**src/rtl/bp_update_queue_pkg.sv**
```systemverilog
// Shared widths and sizing for the branch-predictor update queue.
// Predictor-facing widths must track the predictor's own PC and history sizes.
package bp_update_queue_pkg;
    localparam int SIZE_PC            = 32;
    localparam int SIZE_CNT_TBL_LOG   = 8;
    localparam int SIZE_BPQ_DEPTH     = 8;
    localparam int SIZE_BPQ_DEPTH_LOG = 3;
endpackage

```
**src/rtl/bp_update_queue_if.sv**
```systemverilog
// Commit-to-predictor update port: retire lanes in, single update request out.
import bp_update_queue_pkg::*;

interface bp_update_queue_if #(
    parameter int PC_W      = SIZE_PC,
    parameter int BHR_W     = SIZE_CNT_TBL_LOG,
    parameter int DEPTH_LOG = SIZE_BPQ_DEPTH_LOG
);
    logic                 cmtValid0_i;
    logic [PC_W-1:0]      cmtPC0_i;
    logic                 cmtDir0_i;
    logic [BHR_W-1:0]     cmtBhr0_i;
    logic                 cmtValid1_i;
    logic [PC_W-1:0]      cmtPC1_i;
    logic                 cmtDir1_i;
    logic [BHR_W-1:0]     cmtBhr1_i;
    logic                 pause_i;
    logic                 ready_o;
    logic                 updateEn_o;
    logic [PC_W-1:0]      updatePC_o;
    logic                 updateDir_o;
    logic [BHR_W-1:0]     updateBhr_o;
    logic [DEPTH_LOG:0]   occupancy_o;
    logic [31:0]          issuedCnt_o;

    modport slave (
        input  cmtValid0_i, cmtPC0_i, cmtDir0_i, cmtBhr0_i,
        input  cmtValid1_i, cmtPC1_i, cmtDir1_i, cmtBhr1_i, pause_i,
        output ready_o, updateEn_o, updatePC_o, updateDir_o, updateBhr_o,
        output occupancy_o, issuedCnt_o
    );

    modport master (
        output cmtValid0_i, cmtPC0_i, cmtDir0_i, cmtBhr0_i,
        output cmtValid1_i, cmtPC1_i, cmtDir1_i, cmtBhr1_i, pause_i,
        input  ready_o, updateEn_o, updatePC_o, updateDir_o, updateBhr_o,
        input  occupancy_o, issuedCnt_o
    );
endinterface

```
**src/rtl/bp_update_queue_fifo_2w1r.sv**
```systemverilog
// Circular buffer with two ordered write ports and one read port.
// Writes that do not fit are dropped rather than overwriting the head.
module bp_update_queue_fifo_2w1r #(
    parameter int DEPTH     = 8,
    parameter int DEPTH_LOG = 3,
    parameter int W         = 41
) (
    input  logic                 clk,
    input  logic                 reset,
    input  logic                 wr0_i,
    input  logic [W-1:0]         wdata0_i,
    input  logic                 wr1_i,
    input  logic [W-1:0]         wdata1_i,
    input  logic                 rd_i,
    output logic [W-1:0]         rdata_o,
    output logic [DEPTH_LOG:0]   count_o
);
    localparam int CW = DEPTH_LOG + 1;

    logic [W-1:0]         mem_q [DEPTH];
    logic [DEPTH_LOG-1:0] head_q, head_d, tail_q, tail_d, wptr1;
    logic [CW-1:0]        count_q, count_d, free;
    logic                 acc0, acc1, pop;

    always_comb begin
        free    = CW'(DEPTH) - count_q;
        acc0    = wr0_i && (free != '0);
        // lane 1 lands behind lane 0 only when lane 0 actually took a slot
        acc1    = wr1_i && (free > CW'(acc0));
        wptr1   = tail_q + DEPTH_LOG'(acc0);
        pop     = rd_i && (count_q != '0);
        tail_d  = tail_q + DEPTH_LOG'(acc0) + DEPTH_LOG'(acc1);
        head_d  = head_q + DEPTH_LOG'(pop);
        count_d = count_q + CW'(acc0) + CW'(acc1) - CW'(pop);
    end

    always_ff @(posedge clk) begin
        if (reset) begin
            head_q  <= '0;
            tail_q  <= '0;
            count_q <= '0;
        end else begin
            head_q  <= head_d;
            tail_q  <= tail_d;
            count_q <= count_d;
        end
    end

    always_ff @(posedge clk) begin
        if (acc0) mem_q[tail_q] <= wdata0_i;
        if (acc1) mem_q[wptr1]  <= wdata1_i;
    end

    assign rdata_o = mem_q[head_q];
    assign count_o = count_q;
endmodule

```
**src/rtl/bp_update_queue.sv**
```systemverilog
// Buffers retired conditional branches and feeds them to the predictor one per cycle.
// Non-speculative: only reset discards entries.
import bp_update_queue_pkg::*;

module bp_update_queue #(
    parameter int DEPTH     = SIZE_BPQ_DEPTH,
    parameter int DEPTH_LOG = SIZE_BPQ_DEPTH_LOG,
    parameter int PC_W      = SIZE_PC,
    parameter int BHR_W     = SIZE_CNT_TBL_LOG
) (
    input  logic               clk,
    input  logic               reset,
    bp_update_queue_if.slave   bus
);
    localparam int CW = DEPTH_LOG + 1;

    typedef struct packed {
        logic [PC_W-1:0]  pc;
        logic             dir;
        logic [BHR_W-1:0] bhr;
    } entry_t;

    entry_t        wdata0, wdata1, head;
    logic [CW-1:0] count;
    logic          upd_en;
    logic [31:0]   issued_q, issued_d;

    assign wdata0 = '{pc: bus.cmtPC0_i, dir: bus.cmtDir0_i, bhr: bus.cmtBhr0_i};
    assign wdata1 = '{pc: bus.cmtPC1_i, dir: bus.cmtDir1_i, bhr: bus.cmtBhr1_i};

    bp_update_queue_fifo_2w1r #(
        .DEPTH     (DEPTH),
        .DEPTH_LOG (DEPTH_LOG),
        .W         ($bits(entry_t))
    ) u_fifo (
        .clk      (clk),
        .reset    (reset),
        .wr0_i    (bus.cmtValid0_i),
        .wdata0_i (wdata0),
        .wr1_i    (bus.cmtValid1_i),
        .wdata1_i (wdata1),
        .rd_i     (upd_en),
        .rdata_o  (head),
        .count_o  (count)
    );

    always_comb begin
        upd_en   = (count != '0) && !bus.pause_i && !reset;
        issued_d = issued_q + 32'(upd_en);
    end

    always_ff @(posedge clk) begin
        if (reset) issued_q <= '0;
        else       issued_q <= issued_d;
    end

    // ready looks only at registered count, so a same-cycle pop never frees room early
    assign bus.ready_o     = !reset && (count <= CW'(DEPTH - 2));
    assign bus.updateEn_o  = upd_en;
    assign bus.updatePC_o  = upd_en ? head.pc  : '0;
    assign bus.updateDir_o = upd_en ? head.dir : 1'b0;
    assign bus.updateBhr_o = upd_en ? head.bhr : '0;
    assign bus.occupancy_o = count;
    assign bus.issuedCnt_o = issued_q;

    a_no_retire_when_full: assert property (@(posedge clk) disable iff (reset)
        (bus.cmtValid0_i || bus.cmtValid1_i) |-> bus.ready_o);
endmodule

```
**src/flat_wrapper.sv**
```systemverilog
// flat-port wrapper written by rule: the top's interface ports become plain ports
module bp_update_queue_flat 
#(
    parameter int DEPTH     = SIZE_BPQ_DEPTH,
    parameter int DEPTH_LOG = SIZE_BPQ_DEPTH_LOG,
    parameter int PC_W      = SIZE_PC,
    parameter int BHR_W     = SIZE_CNT_TBL_LOG
)
  (clk, reset, bus_cmtValid0_i, bus_cmtPC0_i, bus_cmtDir0_i, bus_cmtBhr0_i, bus_cmtValid1_i, bus_cmtPC1_i, bus_cmtDir1_i, bus_cmtBhr1_i, bus_pause_i, bus_ready_o, bus_updateEn_o, bus_updatePC_o, bus_updateDir_o, bus_updateBhr_o, bus_occupancy_o, bus_issuedCnt_o);
  bp_update_queue_if #(.PC_W(PC_W), .BHR_W(BHR_W), .DEPTH_LOG(DEPTH_LOG)) bus_i ();
  input  logic clk;
  input  logic reset;
  input wire logic [$bits(bus_i.cmtValid0_i)-1:0] bus_cmtValid0_i;
  input wire logic [$bits(bus_i.cmtPC0_i)-1:0] bus_cmtPC0_i;
  input wire logic [$bits(bus_i.cmtDir0_i)-1:0] bus_cmtDir0_i;
  input wire logic [$bits(bus_i.cmtBhr0_i)-1:0] bus_cmtBhr0_i;
  input wire logic [$bits(bus_i.cmtValid1_i)-1:0] bus_cmtValid1_i;
  input wire logic [$bits(bus_i.cmtPC1_i)-1:0] bus_cmtPC1_i;
  input wire logic [$bits(bus_i.cmtDir1_i)-1:0] bus_cmtDir1_i;
  input wire logic [$bits(bus_i.cmtBhr1_i)-1:0] bus_cmtBhr1_i;
  input wire logic [$bits(bus_i.pause_i)-1:0] bus_pause_i;
  output wire logic [$bits(bus_i.ready_o)-1:0] bus_ready_o;
  output wire logic [$bits(bus_i.updateEn_o)-1:0] bus_updateEn_o;
  output wire logic [$bits(bus_i.updatePC_o)-1:0] bus_updatePC_o;
  output wire logic [$bits(bus_i.updateDir_o)-1:0] bus_updateDir_o;
  output wire logic [$bits(bus_i.updateBhr_o)-1:0] bus_updateBhr_o;
  output wire logic [$bits(bus_i.occupancy_o)-1:0] bus_occupancy_o;
  output wire logic [$bits(bus_i.issuedCnt_o)-1:0] bus_issuedCnt_o;
  assign bus_i.cmtValid0_i = bus_cmtValid0_i;
  assign bus_i.cmtPC0_i = bus_cmtPC0_i;
  assign bus_i.cmtDir0_i = bus_cmtDir0_i;
  assign bus_i.cmtBhr0_i = bus_cmtBhr0_i;
  assign bus_i.cmtValid1_i = bus_cmtValid1_i;
  assign bus_i.cmtPC1_i = bus_cmtPC1_i;
  assign bus_i.cmtDir1_i = bus_cmtDir1_i;
  assign bus_i.cmtBhr1_i = bus_cmtBhr1_i;
  assign bus_i.pause_i = bus_pause_i;
  assign bus_ready_o = bus_i.ready_o;
  assign bus_updateEn_o = bus_i.updateEn_o;
  assign bus_updatePC_o = bus_i.updatePC_o;
  assign bus_updateDir_o = bus_i.updateDir_o;
  assign bus_updateBhr_o = bus_i.updateBhr_o;
  assign bus_occupancy_o = bus_i.occupancy_o;
  assign bus_issuedCnt_o = bus_i.issuedCnt_o;
  bp_update_queue #(.DEPTH(DEPTH), .DEPTH_LOG(DEPTH_LOG), .PC_W(PC_W), .BHR_W(BHR_W)) u_core (.clk(clk), .reset(reset), .bus(bus_i));
endmodule
```
**config.mk**
```make
export PLATFORM = sky130hd
export DESIGN_NAME = bp_update_queue_flat
export DESIGN_NICKNAME = d
export VERILOG_FILES = /design/src/rtl/bp_update_queue_pkg.sv /design/src/rtl/bp_update_queue_if.sv /design/src/rtl/bp_update_queue_fifo_2w1r.sv /design/src/rtl/bp_update_queue.sv /design/src/flat_wrapper.sv
export SDC_FILE = /design/constraint.sdc
export NUM_CORES = 1
export LEC_CHECK = 0
export CAP_MARGIN = 20
export CORE_MARGIN = 4
export CORE_UTILIZATION = 60
export DETAILED_ROUTE_END_ITERATION = 6
export GPL_ROUTABILITY_DRIVEN = 0
export GPL_TIMING_DRIVEN = 0
export PLACE_DENSITY = 0.83
export SYNTH_ARGS = -nofsm -noshare
export SYNTH_HDL_FRONTEND = slang
export SYNTH_SLANG_ARGS = --single-unit
```
**constraint.sdc**
```tcl
create_clock -name clk -period 14.1 [get_ports clk]
set_input_delay 2.82 -clock clk [delete_from_list [all_inputs] [get_ports clk]]
set_output_delay 2.82 -clock clk [all_outputs]
set_load 0.05 [all_outputs]
```
[Word level (Yosys, flattened, before mapping)]
Memory sizes are Yosys's and may differ from the RTL's. A register that Yosys moved wholly into a read port is not among the register bits.
Index checks and enable logic that the tools add are counted.
Storage, ports and cells
  register bits: 42
  RAM bits: 328
  input port bits: 87
  output and inout bits: 79
  word-level logic and storage cells: 33
  memories kept: 1
Memory list
  u_core.u_fifo.mem_q: depth 8, width 41, read ports 1, clocked after memory_dff 1, write ports 2, RTL line bp_update_queue_fifo_2w1r.sv:20  | logic [W-1:0] mem_q [DEPTH];
Operators by class
  add/sub/neg operators: 8
  $lt $le $gt $ge: 2
  mux-type cells: 8
  reductions and logical operators: 10
Operators by type and width (number)
  $add A32 B1 Y32: 1
  $mux W32: 1
  $add A3 B1 Y3: 3
  $add A4 B1 Y4: 2
  $mux W8: 1
  $reduce_bool A4 Y1: 2
  $logic_and A1 B1 Y1: 6
  $mux W1: 5
  $gt A4 B1 Y1: 1
  $le A4 B3 Y1 const B: 1
  $sub A4 B1 Y4: 1
  $sub A4 B4 Y4 const A: 1
  $mux W3: 1
  $logic_not A1 Y1: 2

[Longest topological paths before layout]
Gate-level depths: netlist of the first run.
  word-level depth: 7
  gate-level depth with buffers: 15
  depth with buffers taken out: 15

[Modules after synthesis]
From an unflattened synthesis of the first run, not the netlist that was laid out.
Unflattened totals
  cells, all modules: 1156
  area total of the unflattened synthesis: 19127.1 sq um
Modules (own cells, without submodules)
  bp_update_queue_fifo_2w1r: times used 1, cells an instance 935, area each 17361.7 sq um, sequential area each 10049.6 sq um
  bp_update_queue: times used 1, cells an instance 221, area each 1765.4 sq um, sequential area each 640.6 sq um

[Worst setup path before layout of the first run]
No wires, ideal clock.
  path kind: in2out
  from: input port reset
  to: output port bus_updateBhr_o[0]
  arrival time: 4265 ps
  data required time: 11280 ps
  path slack: 7015 ps
  stages: 5
  path buffers: 3
  cells stage by stage: clkbuf_1 -> a211o_1 -> clkbuf_1 -> clkbuf_1 -> nor2_1
Between the ends
  word-level cells in the longest chain between the ends: 3
RTL lines
  start, declared: RTL line flat_wrapper.sv:12  | input logic reset;
  $logic_not A1 Y1: RTL line bp_update_queue.sv:48  | upd_en = (count != '0) && !bus.pause_i && !reset;
  $logic_and A1 B1 Y1: RTL line bp_update_queue.sv:48
  $mux W8: RTL line bp_update_queue.sv:62  | assign bus.updateBhr_o = upd_en ? head.bhr : '0;
  end, declared: RTL line flat_wrapper.sv:26  | output wire logic [$bits(bus_i.updateBhr_o)-1:0] bus_updateBhr_o;
Every way passes these cells.

[Worst setup path after layout of the first run]
  from: input port bus_pause_i
  to: output port bus_updatePC_o[21]
Between the ends
  word-level cells in the longest chain between the ends: 4
RTL lines
  start, declared: RTL line flat_wrapper.sv:21  | input wire logic [$bits(bus_i.pause_i)-1:0] bus_pause_i;
  $logic_not A1 Y1: RTL line bp_update_queue.sv:48
  $logic_and A1 B1 Y1 (2 in a row): RTL line bp_update_queue.sv:48
  $mux W32: RTL line bp_update_queue.sv:60  | assign bus.updatePC_o = upd_en ? head.pc : '0;
  end, declared: RTL line flat_wrapper.sv:24  | output wire logic [$bits(bus_i.updatePC_o)-1:0] bus_updatePC_o;
Every way passes these cells.

==> impl_metrics.csv, run 1 <==
group,metric,value,unit
yosys,synth.area.top_cells,"edfxtp_1 (53%), mux2_2 (19%), mux4_2 (9.9%)",
timing,timing.final.crit_share,0.584,
global_route,grt_pass1_vias,11800,
floorplan,rows,64,
yosys,synth.net_count,1237,
cts,path_clk_slew,0.06,ns
placed_design,numPortBuffers,164,
placed_design,dpl_cell_area,21100,sq um
cts,cts_setup_buffers,0,
power,p_total,0.00385,W
timing,setup_viol,0,
layout,fillCellCount,1924,
layout,syn2layout_area_growth,19.9,%
timing,skew,0.0190,ns
routing,antenna_left,0,
cts,post_cts_resize_count,0,
yosys,synth-seq-cells,370,
global_route,grt_first_pass_wirelength,70.4,mm
layout,fin_area,22300,sq um
job,drv_cap,0,
global_route,antenna_found_initial,4,
yosys,syn_avg_cell_area,16.4,sq um
floorplan,dieArea,33800,sq um
floorplan,fp.dieH,184,um
worst_setup_path,slowest_stage,"clkdlybuf4s50_1",
worst_setup_path,max_stage_delay,0.75,ns
placed_design,dp_hpwl,28.5,mm
floorplan,core_area,30600,sq um
floorplan,die_x,184,um
routing,detail_route.wl_per_cell,26.3,um
timing,period_minus_slack,8.23,ns
yosys,synth_top_area_share,0.530,
timing,drv_slew,0,
layout,final_nets,1456,
hold_path,holdCritPathClass,"register to register",
timing,hold_ws,0.537,ns
yosys,yosys_warnings,0,
yosys,yosysSeqAreaShare,0.575,
routing,drcViolationCount,0,
routing,first_pass_iters,5,
routing,via_per_inst,6.33,
routing,wirelength,46.8,mm
cts,root_buffer,"clkbuf_16",
cts,cts_tree,"done",
cts,ctsHoldBuffers,0,
timing,timing_worst_slew_pin_value,1.06,ns
cts,clock_latency,0.53,ns
yosys,synth_area,18600,sq um
yosys,ys_top_cells_by_count,"edfxtp_1 (328), mux2_2 (315), nor2_1 (83)",
worst_setup_path,cp_num_buf_inv,4,
worst_setup_path,arrival,5.41,ns
layout,drive_gt1_frac,0.378,
global_route,overflow,0,
timing,max-slew-margin-rel,0.294,
worst_setup_path,path_class,"input port to output pin",
floorplan,start_util,0.607,
routing,drtIter0Drc,1020,
outcome,outcome,"finished, final reports clean",
yosys,ys_types,41,
routing,vias,11200,
cts,cts_buffer_depth,3,
power,power.density,173,nW/um^2
worst_setup_path,required,11.28,ns
timing,hold_viol,0,
worst_setup_path,path_delay_family,"buffers and inverters",
timing,timing.fmax,121,MHz
yosys,synthArstFlopShare,0,
power,p_leak,7.34,nW
worst_setup_path,cp-start-kind,"input port",
global_route,grt_max_degree,25,
yosys,synth-edff-count,328,
cts,h-tree-depth,2,
timing,rsz0062_at_grt,"false",
worst_setup_path,crit_chain,"clkdlybuf4s50_1 > a211o_1 > clkbuf_1 > clkbuf_1 > nor2_1 > clkdlybuf4s50_1",
floorplan,ios,166,
cts,cts.sinks,370,
worst_setup_path,end_kind,"output pin",
worst_setup_path,worstPathMaxFanout,10,
power,irDropWorstVdd,0.117,mV
layout,final_util,0.728,
global_route,track_usage,0.275,
yosys,synth-main-ff-cell,"edfxtp_1",
yosys,synthCells,1130,
cts,cts_buffers,39,
timing,tns,0,ns
yosys,synth_area_leader_cell,"edfxtp_1",
yosys,yosysMostFrequentCell,"edfxtp_1",
[cell families after synthesis]
family,share of synthesized area
xor gates and xnor gates,0.0174
DFF,0.575
AOI/OAI and AO/OA,0.00707
muxes,0.320
buffers and inverters,0.0237
adders and majority gates,0.0143
and+or+nand+nor,0.0420
[worst paths after layout]
check	from	to	slack (ns)	depth (start not counted)
max reg2reg	u_core.u_fifo.count_o[1]	u_core.u_fifo.mem_q[7][36]	9.76	14
min reg2reg	u_core.bus.issuedCnt_o[19]	u_core.bus.issuedCnt_o[19]	0.54	2
max	bus_pause_i	bus_updatePC_o[21]	5.87	6
min	u_core.bus.issuedCnt_o[19]	u_core.bus.issuedCnt_o[19]	0.54	2
[layout by cell type, fill, tap and decap left out, drive strengths merged]
master / synthesis / final
clkinv: 0 / 13
dfxtp: 42 / 42
nand2b: 3 / 3
xor2: 24 / 24
a211o: 1 / 1
ha: 18 / 18
and4: 5 / 5
mux2: 328 / 328
edfxtp: 328 / 328
and2: 2 / 2
clkbuf: 23 / 76
nor2: 83 / 83
a21oi: 5 / 5
inv: 13 / 14
and3: 8 / 8
clkdlybuf4s50: 0 / 164
nand4: 11 / 11
nand3b: 2 / 2
nor2b: 8 / 8
o21ai: 2 / 2
nand3: 11 / 11
buf: 50 / 64
mux4: 82 / 82
o31ai: 2 / 2
fa: 2 / 2
diode: 0 / 3
nor4: 3 / 3
a31oi: 2 / 2
o21bai: 6 / 6
bufinv: 0 / 2
mux2i: 41 / 41
xnor2: 12 / 12
and4b: 2 / 2
or3: 2 / 2
nor3: 1 / 1
nand2: 8 / 8
[power breakdown]
| group | switching [W] | leakage, nW | internal (W) |
|---|---|---|---|
| registers | 0.0000659 | 3.34 | 0.00151 |
| logic | 0.000728 | 3.43 | 0.000570 |
| clock network | 0.000411 | 0.577 | 0.000563 |
[state kept, by name, summed over array words and instances (netlist names)]
name and flops:
u_core.u_fifo.count_o 4, u_core.u_fifo.mem_q 328, u_core.u_fifo.tail_q 3, u_core.bus.issuedCnt_o 32, u_core.u_fifo.head_q 3
[worst register-to-register path, delay by kind of cell, from the launching register on]
family | cells | cell delay [ns]
flip-flops | 1 | 0.49
adder cells (fa/ha/maj) | 2 | 0.57
XOR/XNOR | 1 | 0.16
AND/OR/NAND/NOR | 4 | 0.59
buffers and inverters | 4 | 0.94
AO/OA/AOI/OAI | 3 | 1.30
[per-layer routing]
layer / wire [um] / global-route usage / vias to the layer above
li1: - / - / 4909
met1: 18300 / 0.378 / 5710
met2: 23500 / 0.463 / 539
met3: 3890 / 0.0435 / 85
met4: 1030 / 0.0739 / 4
met5: 26 / 0 / -
[through the flow]
step                      std cells  setup slack, ns
after floorplan                1130             7.01
after global placement         1690             2.83
after detailed placement       1704             5.95
after CTS                      1773             5.93
after global routing           1775             5.80
final                          1776             5.87
[layout make-up]
type,count,area (sq um),area share
Antenna cell,3,7.51,0.000337
Clock inverter,16,133,0.00595
Timing Repair Buffer,178,1910,0.0857
Clock buffer,53,1060,0.0476
Multi-Input combinational cell,674,7540,0.339
Inverter,13,48.8,0.00219
Sequential cell,370,10700,0.480
Tap cell,396,495,0.0222
Buffer,73,392,0.0176
Power figures use the tool's default switching activity.
==> run 2, diff against run 1 <==
--- a/config.mk
+++ b/config.mk
@@ -7,11 +7,11 @@
 export LEC_CHECK = 0
 export CAP_MARGIN = 20
 export CORE_MARGIN = 4
-export CORE_UTILIZATION = 60
+export CORE_UTILIZATION = 53
 export DETAILED_ROUTE_END_ITERATION = 6
 export GPL_ROUTABILITY_DRIVEN = 0
 export GPL_TIMING_DRIVEN = 0
-export PLACE_DENSITY = 0.83
+export PLACE_DENSITY = 0.77
 export SYNTH_ARGS = -nofsm -noshare
 export SYNTH_HDL_FRONTEND = slang
 export SYNTH_SLANG_ARGS = --single-unit
==> constraint.sdc (replaced) <==
create_clock -name clk -period 7.5 [get_ports clk]
set_input_delay 1.5 -clock clk [delete_from_list [all_inputs] [get_ports clk]]
set_output_delay 1.5 -clock clk [all_outputs]
set_load 0.05 [all_outputs]
==> impl_metrics.csv, run 2 (same netlist as run 1, synthesis figures left out) <==
group,metric,value,unit
outcome,outcome,"finished, final reports clean",
timing,hold_viol,0,
hold_path,hold-path-cell-count,2,
floorplan,core_area,34500,sq um
routing,drcViolationCount,0,
global_route,antenna_found_initial,4,
global_route,grt_max_degree,25,
layout,drive_gt1_frac,0.381,
worst_setup_path,reg2reg_depth,15,
floorplan,start_util,0.538,
layout,syn2layout_area_growth,21.1,%
routing,first_pass_iters,5,
floorplan,dieArea,38100,sq um
power,power.density,324,nW/um^2
worst_setup_path,startpoint,"bus_pause_i",
timing,timing.fmax,181,MHz
worst_setup_path,endpoint,"bus_updatePC_o[22]",
timing,max-slew-margin-rel,0.344,
layout,mostFrequentLayoutCells,"edfxtp_1 (328), mux2_2 (315), clkdlybuf4s50_1 (164)",
cts,root_buffer,"clkbuf_16",
layout,largest_reg_flops,328,
floorplan,fp.dieH,195,um
timing,setup_viol,0,
routing,antenna_left,0,
floorplan,rows,68,
placed_design,dp_hpwl,29.4,mm
global_route,grtUsageMet2,0.397,
cts,cts.sinks,370,
global_route,overflow,0,
global_route,grt.met3_usage,0.0414,
timing,drv_slew,0,
worst_setup_path,end_kind,"output pin",
cts,clock_latency,0.54,ns
timing,rsz0062_at_grt,"false",
cts,cts_setup_buffers,0,
cts,path_clk_slew,0.06,ns
timing,skew,0.0152,ns
cts,post_cts_resize_count,0,
worst_setup_path,worstPathMaxFanout,10,
routing,via_per_inst,5.97,
layout,final_util,0.651,
global_route,busiest_layer,"met2",
cts,cts_buffers,41,
worst_setup_path,rr_startpoint,"u_core.u_fifo.count_o[1]",
job,drv_cap,0,
layout,regMostFlops,"u_core.u_fifo.mem_q",
cts,cts_tree,"done",
power,p_total,0.00730,W
layout,final_common_cell,"edfxtp_1",
floorplan,ios,166,
placed_design,numPortBuffers,164,
timing,timing.final.crit_share,0.738,
worst_setup_path,rrSetupSlack,3.12,ns
routing,drtIter0Drc,886,
routing,vias,11000,
worst_setup_path,timing.rr.end,"u_core.u_fifo.mem_q[5][6]",
timing,period_minus_slack,5.54,ns
routing,wirelength,46.0,mm
worst_setup_path,cp-start-kind,"input port",
timing,timing_worst_slew_pin_value,0.985,ns
worst_setup_path,path_class,"input port to output pin",
routing,detail_route.wl_per_cell,25.0,um
placed_design,dpl_cell_area,21200,sq um
floorplan,die_x,195,um
hold_path,holdCritPathClass,"register to register",
global_route,grt_first_pass_wirelength,69.4,mm
power,irDropWorstVdd,0.188,mV
cts,cts_buffer_depth,3,
worst_setup_path,required,6.00,ns
worst_setup_path,arrival,4.04,ns
global_route,track_usage,0.237,
global_route,grt_pass1_vias,11600,
global_route,met1_usage,0.324,
cts,h-tree-depth,2,
power,p_leak,7.41,nW
cts,ctsHoldBuffers,0,
layout,final_nets,1459,
layout,fin_area,22500,sq um
## run 2: layer usage
layer | wire (um) | vias up
li1 | - | 4900
met1 | 19200 | 5592
met2 | 22500 | 408
met3 | 3000 | 89
met4 | 1240 | 4
met5 | 23 | -
## run 2: worst min-delay path by stage
stage                               start                         end  slack (ns)
4_1_cts        u_core.bus.issuedCnt_o[30]  u_core.bus.issuedCnt_o[30]        0.54
2_1_floorplan     u_core.u_fifo.head_q[1]     u_core.u_fifo.head_q[1]        0.56
3_5_place_dp   u_core.bus.issuedCnt_o[31]  u_core.bus.issuedCnt_o[31]        0.51
5_1_grt        u_core.bus.issuedCnt_o[25]  u_core.bus.issuedCnt_o[25]        0.56
6_report       u_core.bus.issuedCnt_o[28]  u_core.bus.issuedCnt_o[28]        0.54
3_3_place_gp   u_core.bus.issuedCnt_o[28]  u_core.bus.issuedCnt_o[28]        0.51
## run 2: cell type report
cell class,instances,area [sq um]
fillers,2541,12000
repair buffers,179,1990
multi-input cells,674,7540
inverters,13,48.8
clock inverters,20,144
plain buffers,73,392
diodes,2,5.00
flip-flops and latches,370,10700
well taps,455,569
clock buffers,55,1120
## run 2: critical path, cell delays in order
cell	delay (ns)
clkdlybuf4s50_1	0.47
a211o_1	0.10
clkbuf_1	0.36
clkbuf_1	0.65
nor2_1	0.20
clkdlybuf4s50_1	0.75
## run 2: through the flow
stage                     TNS, ns  std cells  hold WS, ns  setup WS [ns]
after floorplan                 0       1130        0.557           1.94
after global placement    -169.55       1749        0.506          -2.11
after detailed placement        0       1764        0.508           1.95
after CTS                       0       1839        0.539           1.94
after global routing            0       1841        0.563           1.90
final                           0       1841        0.540           1.96
## run 2: power breakdown
| part | switching (W) | internal, W | leakage (nW) |
|---|---|---|---|
| clock network | 0.000799 | 0.00112 | 0.616 |
| logic | 0.00134 | 0.00108 | 3.46 |
| registers | 0.000117 | 0.00285 | 3.34 |
| total | 0.00226 | 0.00504 | 7.41 |
==> run 3, diff against run 2 <==
--- a/config.mk
+++ b/config.mk
@@ -7,11 +7,11 @@
 export LEC_CHECK = 0
 export CAP_MARGIN = 20
 export CORE_MARGIN = 4
-export CORE_UTILIZATION = 53
+export CORE_UTILIZATION = 58
 export DETAILED_ROUTE_END_ITERATION = 6
 export GPL_ROUTABILITY_DRIVEN = 0
 export GPL_TIMING_DRIVEN = 0
-export PLACE_DENSITY = 0.77
+export PLACE_DENSITY = 0.8
 export SYNTH_ARGS = -nofsm -noshare
 export SYNTH_HDL_FRONTEND = slang
 export SYNTH_SLANG_ARGS = --single-unit
==> constraint.sdc (replaced) <==
create_clock -name clk -period 5.25 [get_ports clk]
set_input_delay 1.05 -clock clk [delete_from_list [all_inputs] [get_ports clk]]
set_output_delay 1.05 -clock clk [all_outputs]
set_load 0.05 [all_outputs]
==> impl_metrics.csv, run 3 (same netlist as run 1, synthesis figures left out) <==
group,metric,value,unit
global_route,track_usage,0.259,
power,irDropWorstVdd,0.322,mV
timing,hold_viol,0,
layout,fin_area,22400,sq um
layout,final_common_cell,"edfxtp_1",
layout,regMostFlops,"u_core.u_fifo.mem_q",
worst_setup_path,worstPathMaxFanout,10,
global_route,grt_first_pass_wirelength,69.7,mm
timing,timing.final.crit_share,0.902,
cts,cts_tree,"done",
routing,via_per_inst,6.24,
floorplan,die_x,187,um
power,p_leak,7.39,nW
placed_design,dp_hpwl,28.8,mm
global_route,grt_max_degree,22,
floorplan,dieArea,35000,sq um
floorplan,ios,166,
routing,first_pass_iters,5,
timing,skew,0.00983,ns
timing,timing_worst_slew_pin_value,0.983,ns
worst_setup_path,arrival,3.69,ns
hold_path,hold-path-cell-count,2,
cts,ctsHoldBuffers,0,
job,drv_cap,0,
floorplan,fp.dieH,187,um
cts,path_clk_slew,0.06,ns
placed_design,dpl_cell_area,21200,sq um
timing,period_minus_slack,4.74,ns
cts,clock_latency,0.52,ns
worst_setup_path,rrSetupSlack,0.96,ns
timing,timing.fmax,211,MHz
power,power.density,464,nW/um^2
worst_setup_path,required,4.20,ns
floorplan,start_util,0.589,
timing,tns,0,ns
layout,largest_reg_flops,328,
routing,drtIter0Drc,1016,
timing,setup_slack,0.514,ns
worst_setup_path,timing.rr.end,"u_core.u_fifo.mem_q[6][21]",
timing,setup_viol,0,
global_route,grt_pass1_vias,11600,
timing,hold_ws,0.523,ns
outcome,outcome,"finished, final reports clean",
cts,cts_buffers,40,
timing,max-slew-margin-rel,0.344,
placed_design,placed_cells,1712,
floorplan,rows,65,
cts,root_buffer,"clkbuf_16",
routing,antenna_left,0,
layout,fin_cells,1780,
cts,cts.sinks,370,
global_route,antenna_found_initial,4,
routing,vias,11100,
layout,drive_gt1_frac,0.383,
layout,final_nets,1459,
cts,cts_setup_buffers,0,
worst_setup_path,startpoint,"u_core.u_fifo.head_q[1]",
timing,drv_slew,0,
hold_path,holdCritPathClass,"register to register",
layout,mostFrequentLayoutCells,"edfxtp_1 (328), mux2_2 (315), clkdlybuf4s50_1 (164)",
routing,detail_route.wl_per_cell,25.8,um
placed_design,numPortBuffers,164,
worst_setup_path,path_class,"register to output pin",
placed_design,place_ws,0.621,ns
routing,drcViolationCount,0,
worst_setup_path,cp-start-kind,"register",
hold_path,min_from,"u_core.bus.issuedCnt_o[28]",
worst_setup_path,end_kind,"output pin",
hold_path,min_to,"u_core.bus.issuedCnt_o[28]",
worst_setup_path,reg2reg_depth,15,
worst_setup_path,rr_startpoint,"u_core.u_fifo.count_o[1]",
routing,wirelength,45.9,mm
global_route,overflow,0,
cts,h-tree-depth,2,
cts,cts_buffer_depth,3,
layout,syn2layout_area_growth,20.4,%
timing,rsz0062_at_grt,"false",
floorplan,core_area,31600,sq um
cts,post_cts_resize_count,0,
run 3: changes by cell type in the layout (fill, tap and decap cells not counted):
cell,before,now
buf_12,4,5
clkbuf_1,35,32
clkbuf_16,43,41
clkinv_1,10,6
clkinv_2,6,8
diode_2,2,1
inv_6,1,0
run 3: power breakdown:
group | leakage, nW | total [W] | internal [W] | switching (W)
Combinational | 3.46 | 0.00352 | 0.00158 | 0.00194
Clock | 0.585 | 0.00261 | 0.00152 | 0.00109
Sequential | 3.34 | 0.00424 | 0.00406 | 0.000177
Total | 7.39 | 0.0104 | 0.00717 | 0.00320
run 3: worst max-delay path by stage:
stage | cells past startpoint | to | slack, ns
2_1_floorplan | 13 | u_core.u_fifo.mem_q[7][0] | 0.71
3_3_place_gp | 5 | u_core.u_fifo.mem_q[5][22] | -1.63
3_5_place_dp | 13 | u_core.u_fifo.mem_q[6][23] | 0.62
4_1_cts | 6 | bus_updateBhr_o[0] | 0.52
5_1_grt | 6 | bus_updatePC_o[31] | 0.40
6_report | 6 | bus_updatePC_o[31] | 0.51
run 3: per-stage QoR:
step	power, W	utilization
final	0.0104	0.709
after global routing	0.0108	0.709
after CTS	0.0104	0.709
after detailed placement	0.00780	0.671
after global placement	0.00752	0.657
after floorplan	0.00651	-
run 3: metal layers:
metal  up-vias  global-route usage  share of wire
li1       4889                   -              -
met1      5644               0.341           0.39
met2       480               0.450           0.51
met3        87              0.0433          0.074
met4         6              0.0703          0.023
met5         -                   0        0.00063
run 3: final cells by class:
class	count	area, sq um
clock inverter	17	130
fill	2033	9180
sequential	370	10700
timing repair buffer	180	2010
multi-input combinational	674	7540
tap	402	503
clock buffer	50	1060
antenna	1	2.50
buffer	73	392
inverter	13	48.8
run 3: critical path, cell delays in order (launching register included):
cell and delay [ns]:
dfxtp_1 0.36, clkbuf_1 0.50, clkbuf_1 0.71, mux4_2 0.36, mux2i_1 0.07, nor2_1 0.29
clkdlybuf4s50_1 0.87
